--- src/rtl/pc_unit_if.sv ---
// rtl/pc_unit_if.sv - request/response bundle between the fetch control and pc_unit
interface pc_unit_if #(
  parameter int WIDTH     = 32,
  parameter int RAS_DEPTH = 4
);
  logic                           PCWrite;
  logic                           br_taken;
  logic [WIDTH-1:0]               br_target;
  logic                           call;
  logic                           ret;
  logic                           exc;
  logic                           eret;
  logic [WIDTH-1:0]               addr;
  logic [WIDTH-1:0]               epc;
  logic [$clog2(RAS_DEPTH):0]     ras_count;
  logic                           ras_empty;
  logic                           ras_full;

  modport master (
    output PCWrite, br_taken, br_target, call, ret, exc, eret,
    input  addr, epc, ras_count, ras_empty, ras_full
  );

  modport slave (
    input  PCWrite, br_taken, br_target, call, ret, exc, eret,
    output addr, epc, ras_count, ras_empty, ras_full
  );
endinterface

--- src/rtl/pc_unit.sv ---
// rtl/pc_unit.sv - program counter with exception vectoring and a circular return-address stack
module pc_unit #(
  parameter int               WIDTH     = 32,
  parameter logic [WIDTH-1:0] RESET_VEC = 32'h0000_3000,
  parameter logic [WIDTH-1:0] EXC_VEC   = 32'h0000_4180,
  parameter int               STEP      = 4,
  parameter int               RAS_DEPTH = 4
) (
  input logic     clk,
  input logic     rst,
  pc_unit_if.slave bus
);
  localparam int              PW       = $clog2(RAS_DEPTH);
  localparam int              CW       = PW + 1;
  localparam logic [CW-1:0]   FULL_CNT = CW'(RAS_DEPTH);
  localparam logic [WIDTH-1:0] STEP_W  = WIDTH'(STEP);

  logic [WIDTH-1:0] pc_q;
  logic [WIDTH-1:0] epc_q;
  logic [PW-1:0]    top_q;
  logic [CW-1:0]    cnt_q;
  logic [WIDTH-1:0] ras_mem [RAS_DEPTH];

  logic [WIDTH-1:0] seq_pc;
  logic [WIDTH-1:0] ras_top;
  logic             ras_nonempty;
  logic             advance;
  logic             do_pop;
  logic             do_push;

  // top_q points at the next free slot, so the newest entry sits one below it
  always_comb begin
    seq_pc       = pc_q + STEP_W;
    ras_top      = ras_mem[top_q - 1'b1];
    ras_nonempty = (cnt_q != '0);
    advance      = bus.PCWrite && !bus.exc;
    do_pop       = advance && !bus.eret && bus.ret && ras_nonempty;
    do_push      = advance && !bus.eret && !bus.ret && bus.br_taken && bus.call;
  end

  always_ff @(posedge clk or negedge rst) begin
    if (!rst) begin
      pc_q  <= RESET_VEC;
      epc_q <= '0;
      top_q <= '0;
      cnt_q <= '0;
    end else if (bus.exc) begin
      pc_q  <= EXC_VEC;
      epc_q <= pc_q;
    end else if (bus.PCWrite) begin
      if (bus.eret)
        pc_q <= epc_q;
      else if (bus.ret)
        pc_q <= ras_nonempty ? ras_top : bus.br_target;
      else if (bus.br_taken)
        pc_q <= bus.br_target;
      else
        pc_q <= seq_pc;

      // a push into a full stack overwrites the oldest slot; the count saturates
      if (do_pop) begin
        top_q <= top_q - 1'b1;
        cnt_q <= cnt_q - 1'b1;
      end else if (do_push) begin
        top_q <= top_q + 1'b1;
        if (cnt_q != FULL_CNT)
          cnt_q <= cnt_q + 1'b1;
      end
    end
  end

  always_ff @(posedge clk) begin
    if (rst && do_push)
      ras_mem[top_q] <= seq_pc;
  end

  assign bus.addr      = pc_q;
  assign bus.epc       = epc_q;
  assign bus.ras_count = cnt_q;
  assign bus.ras_empty = (cnt_q == '0);
  assign bus.ras_full  = (cnt_q == FULL_CNT);
endmodule

--- src/flat_wrapper.sv ---
// flat-port wrapper written by rule: the top's interface ports become plain ports
module pc_unit_flat 
#(
  parameter int               WIDTH     = 32,
  parameter logic [WIDTH-1:0] RESET_VEC = 32'h0000_3000,
  parameter logic [WIDTH-1:0] EXC_VEC   = 32'h0000_4180,
  parameter int               STEP      = 4,
  parameter int               RAS_DEPTH = 4
)
  (clk, rst, bus_PCWrite, bus_br_taken, bus_br_target, bus_call, bus_ret, bus_exc, bus_eret, bus_addr, bus_epc, bus_ras_count, bus_ras_empty, bus_ras_full);
  pc_unit_if #(.WIDTH(WIDTH), .RAS_DEPTH(RAS_DEPTH)) bus_i ();
  input logic clk;
  input logic rst;
  input wire logic [$bits(bus_i.PCWrite)-1:0] bus_PCWrite;
  input wire logic [$bits(bus_i.br_taken)-1:0] bus_br_taken;
  input wire logic [$bits(bus_i.br_target)-1:0] bus_br_target;
  input wire logic [$bits(bus_i.call)-1:0] bus_call;
  input wire logic [$bits(bus_i.ret)-1:0] bus_ret;
  input wire logic [$bits(bus_i.exc)-1:0] bus_exc;
  input wire logic [$bits(bus_i.eret)-1:0] bus_eret;
  output wire logic [$bits(bus_i.addr)-1:0] bus_addr;
  output wire logic [$bits(bus_i.epc)-1:0] bus_epc;
  output wire logic [$bits(bus_i.ras_count)-1:0] bus_ras_count;
  output wire logic [$bits(bus_i.ras_empty)-1:0] bus_ras_empty;
  output wire logic [$bits(bus_i.ras_full)-1:0] bus_ras_full;
  assign bus_i.PCWrite = bus_PCWrite;
  assign bus_i.br_taken = bus_br_taken;
  assign bus_i.br_target = bus_br_target;
  assign bus_i.call = bus_call;
  assign bus_i.ret = bus_ret;
  assign bus_i.exc = bus_exc;
  assign bus_i.eret = bus_eret;
  assign bus_addr = bus_i.addr;
  assign bus_epc = bus_i.epc;
  assign bus_ras_count = bus_i.ras_count;
  assign bus_ras_empty = bus_i.ras_empty;
  assign bus_ras_full = bus_i.ras_full;
  pc_unit #(.WIDTH(WIDTH), .RESET_VEC(RESET_VEC), .EXC_VEC(EXC_VEC), .STEP(STEP), .RAS_DEPTH(RAS_DEPTH)) u_core (.clk(clk), .rst(rst), .bus(bus_i));
endmodule
--- config.mk ---
export PLATFORM = sky130hd
export DESIGN_NAME = pc_unit_flat
export DESIGN_NICKNAME = d
export VERILOG_FILES = /design/src/rtl/pc_unit_if.sv /design/src/rtl/pc_unit.sv /design/src/flat_wrapper.sv
export SDC_FILE = /design/constraint.sdc
export NUM_CORES = 1
export LEC_CHECK = 0
export ABC_AREA = 1
export ABC_CLOCK_PERIOD_IN_PS = 6500
export CORE_ASPECT_RATIO = 0.75
export CORE_MARGIN = 2
export CORE_UTILIZATION = 54
export CTS_CLUSTER_SIZE = 12
export DETAILED_ROUTE_END_ITERATION = 16
export PLACE_DENSITY_LB_ADDON = 0.15
export SYNTH_ARGS = -nofsm -noshare
export SYNTH_HDL_FRONTEND = slang
export SYNTH_SLANG_ARGS = --single-unit
--- constraint.sdc ---
create_clock -name clk -period 6.5 [get_ports clk]
set_clock_uncertainty 0.1 [all_clocks]
set_input_delay 0.975 -clock clk [delete_from_list [all_inputs] [get_ports clk]]
set_output_delay 0.975 -clock clk [all_outputs]
set_load 0.005 [all_outputs]
==> results.cfg <==
[status]
status = completed

[timing]
fmax_mhz = 276
period_share_pct = 55.8
hold_violations = 0
slew_violations = 0
fin_setup_tns_ns = 0
finalSetupViolations = 0
worst_pin_slew_ns = 1.10
fin_crit_ns = 3.63
fin_hold_ws_ns = 0.343
grt_setup_unrepaired = false
post-route-worst-setup-slack_ns = 2.87
slew_headroom_pct = 26.7

[clocking]
cts_buffer_depth = 2
postCtsHoldBufs = 0
worst_skew_pair.late_latency_ns = 0.44
root_buffer = clkbuf_16
postCtsSetupRepairBufs = 0
cts.sinks = 197
cts_made_buffers = 17
cts_tree = done
clk_pin_slew_worst_paths_ns = 0.08
post_cts_resized = 0
htree_levels = 4

[floorplan]
die_h_um = 120
die_x_um = 158
num_io_pins = 109
dieArea_um2 = 18900
row_count = 42
initial_utilization_pct = 54.9
coreArea_um2 = 17600

[setup_path]
slowest_stage = clkdlybuf4s50_1
cp.arrival_ns = 2.55
reg2reg_from = u_core.top_q[0]
crit_top_cell = inv_1
reg2regPathDepth = 5
max_stage_delay_ns = 0.63
r2r_slack_ns = 3.54
path_class = reg2out
crit_path_end_kind = output port
rr_endpoint = u_core.ras_mem[0][23]
worst-path-max-fanout = 29
worstPathRequired_ns = 5.42
path_buf_inv = 4
startpoint_type = register
crit_chain = inv_1 > nand3_1 > buf_4 > inv_1 > clkdlybuf4s50_1
cp_top_family = buffers and inverters

[detailed_routing]
totalWireLength_um = 25200
antenna_left = 0
first_pass_iters = 6
wire_per_inst_um = 17.3
vias = 7843
drtIter0Drc = 739
vias_per_cell = 5.40
remaining_drc_errors = 0

[place]
dp_slack_ns = 2.70
hpwl_um = 17100
io_buffers = 108
gp_congestion = 0.927
placed_area_um2 = 10900

[finish]
nNetsFinal = 1243
syn_to_final_growth_pct = 19.4
antenna_cells = 0
fillers = 1457
drive_above_1_share_pct = 6.53
fin_area_um2 = 11500

[synthesis]
synth_top_area_cell = edfxtp_1
yosysSeqAreaShare_pct = 57.8
yosysUniqueCellTypes = 37
ys_ff_latch = 197
synth.avg_cell_area_um2 = 8.71
netlist_area_um2 = 9640
syn_inst = 1107
synth.top_cell.area_share_pct = 39.9
synth_area_leaders = edfxtp_1 (40%), dfrtp_1 (17%), nand2_1 (16%)
yosys_warnings = 0
syn_nets = 1153

[min_path]
hp-class = in2async

[pwr]
power_per_cell_area_nw_per_um2 = 340
p_leak_nw = 4.79
peakVddDrop_uv = 287

[grt]
grt_max_degree = 69
grt_pass1_wl_um = 39600
grtUsageTotal_pct = 27.9
antenna_found_initial = 0
grt.overflow.total = 0
grt_pass1_vias = 7367

[run]
drv_cap = 0
## state kept, by name (all words and copies together) (netlist names)
name / flops
u_core.ras_mem: 128
u_core.bus.addr: 32
u_core.bus.epc: 32
u_core.bus.ras_count: 3
u_core.top_q: 2
## cell families (layout without fill, tap and decap cells)
kind of cell,Yosys count,in the layout,share of synthesized area (%)
DFF,197,197,57.8
and+or+nand+nor,612,612,26.4
AOI/OAI and AO/OA,129,129,7.31
adders and majority gates,6,6,0.857
buffers and inverters,146,249,6.11
xor gates and xnor gates,17,17,1.54
## report_power, final
group	switching (mW)	total [mW]	internal, mW
clock network	0.507	1.09	0.587
registers	0.0727	1.49	1.41
logic	0.867	1.34	0.473
total	1.45	3.92	2.47
## area by class of cell
| type | count | area [µm²] | share of cell area, % |
|---|---|---|---|
| timing repair buffer | 123 | 1190 | 10.3 |
| clock inverter | 14 | 179 | 1.55 |
| sequential | 197 | 5570 | 48.4 |
| inverter | 94 | 353 | 3.06 |
| clock buffer | 18 | 429 | 3.73 |
| tap | 242 | 303 | 2.63 |
| multi-input combinational | 764 | 3490 | 30.3 |
## placed cells by master, fill, tap and decap left out, types with 3 or more instances in the layout
master           synthesis  routed
nand3b_1                 5       5
o21bai_1                 4       4
xnor2_1                  9       9
nand2_2                  4       4
nand3_1                 95      95
inv_8                    0       5
buf_4                    4      16
dfrtp_1                 67      66
nor2_4                   7       7
ha_1                     5       5
nand2_1                410     410
o21ai_0                 63      63
nor2_2                   5      10
nor2_1                  76      71
xor2_1                   8       8
inv_2                    3       3
a31oi_1                 13      13
o211ai_1                 7       7
edfxtp_1               128     128
a21oi_1                 35      35
nand4_1                  3       3
inv_1                   89      89
o22ai_1                  3       3
inv_6                    0       3
clkbuf_16                0      17
clkdlybuf4s50_1          0     106
## Yosys cell counts (all sizes together)
library cell and count:
nand2 415, edfxtp 128, nand3 96, inv 92, nor2 88, dfrtp 67, o21ai 64, a21oi 35
buf 27, clkbuf 25, a31oi 13, xnor2 9, xor2 8, o211ai 7, ha 5, nand3b 5
o21bai 4, nand4 3, o22ai 3, a22oi 2, and2 2, clkinv 2, dfstp 2, or2 2
fa 1, nor3 1, o31ai 1
## layer usage
| layer | vias up | global-route usage [%] | share of wire [%] |
|---|---|---|---|
| met5 | - | 0 | 0 |
| met4 | 0 | 9.29 | 2.7 |
| met3 | 43 | 4.77 | 7.0 |
| met2 | 318 | 43.4 | 47 |
| met1 | 3678 | 40.1 | 44 |
| li1 | 3804 | - | - |
## per-stage QoR
stage	cells	total power [mW]	utilization (%)
after global routing	1452	4.15	65.6
after detailed placement	1420	2.86	62.1
after CTS	1452	3.94	65.6
after global placement	1420	2.84	62.1
final	1452	3.92	65.6
after floorplan	1107	2.36	-
## worst max path at each step
| stage | from | to | cells after the start |
|---|---|---|---|
| floorplan | bus_ret | u_core.ras_mem[0][0] | 4 |
| CTS | u_core.bus.ras_count[0] | bus_ras_empty | 5 |
| global route | u_core.bus.ras_count[0] | bus_ras_empty | 5 |
| global placement | bus_ret | u_core.ras_mem[0][22] | 6 |
| detailed placement | bus_ret | u_core.ras_mem[0][26] | 6 |
| finish | u_core.bus.ras_count[0] | bus_ras_empty | 5 |
Power figures use the tool's default switching activity.
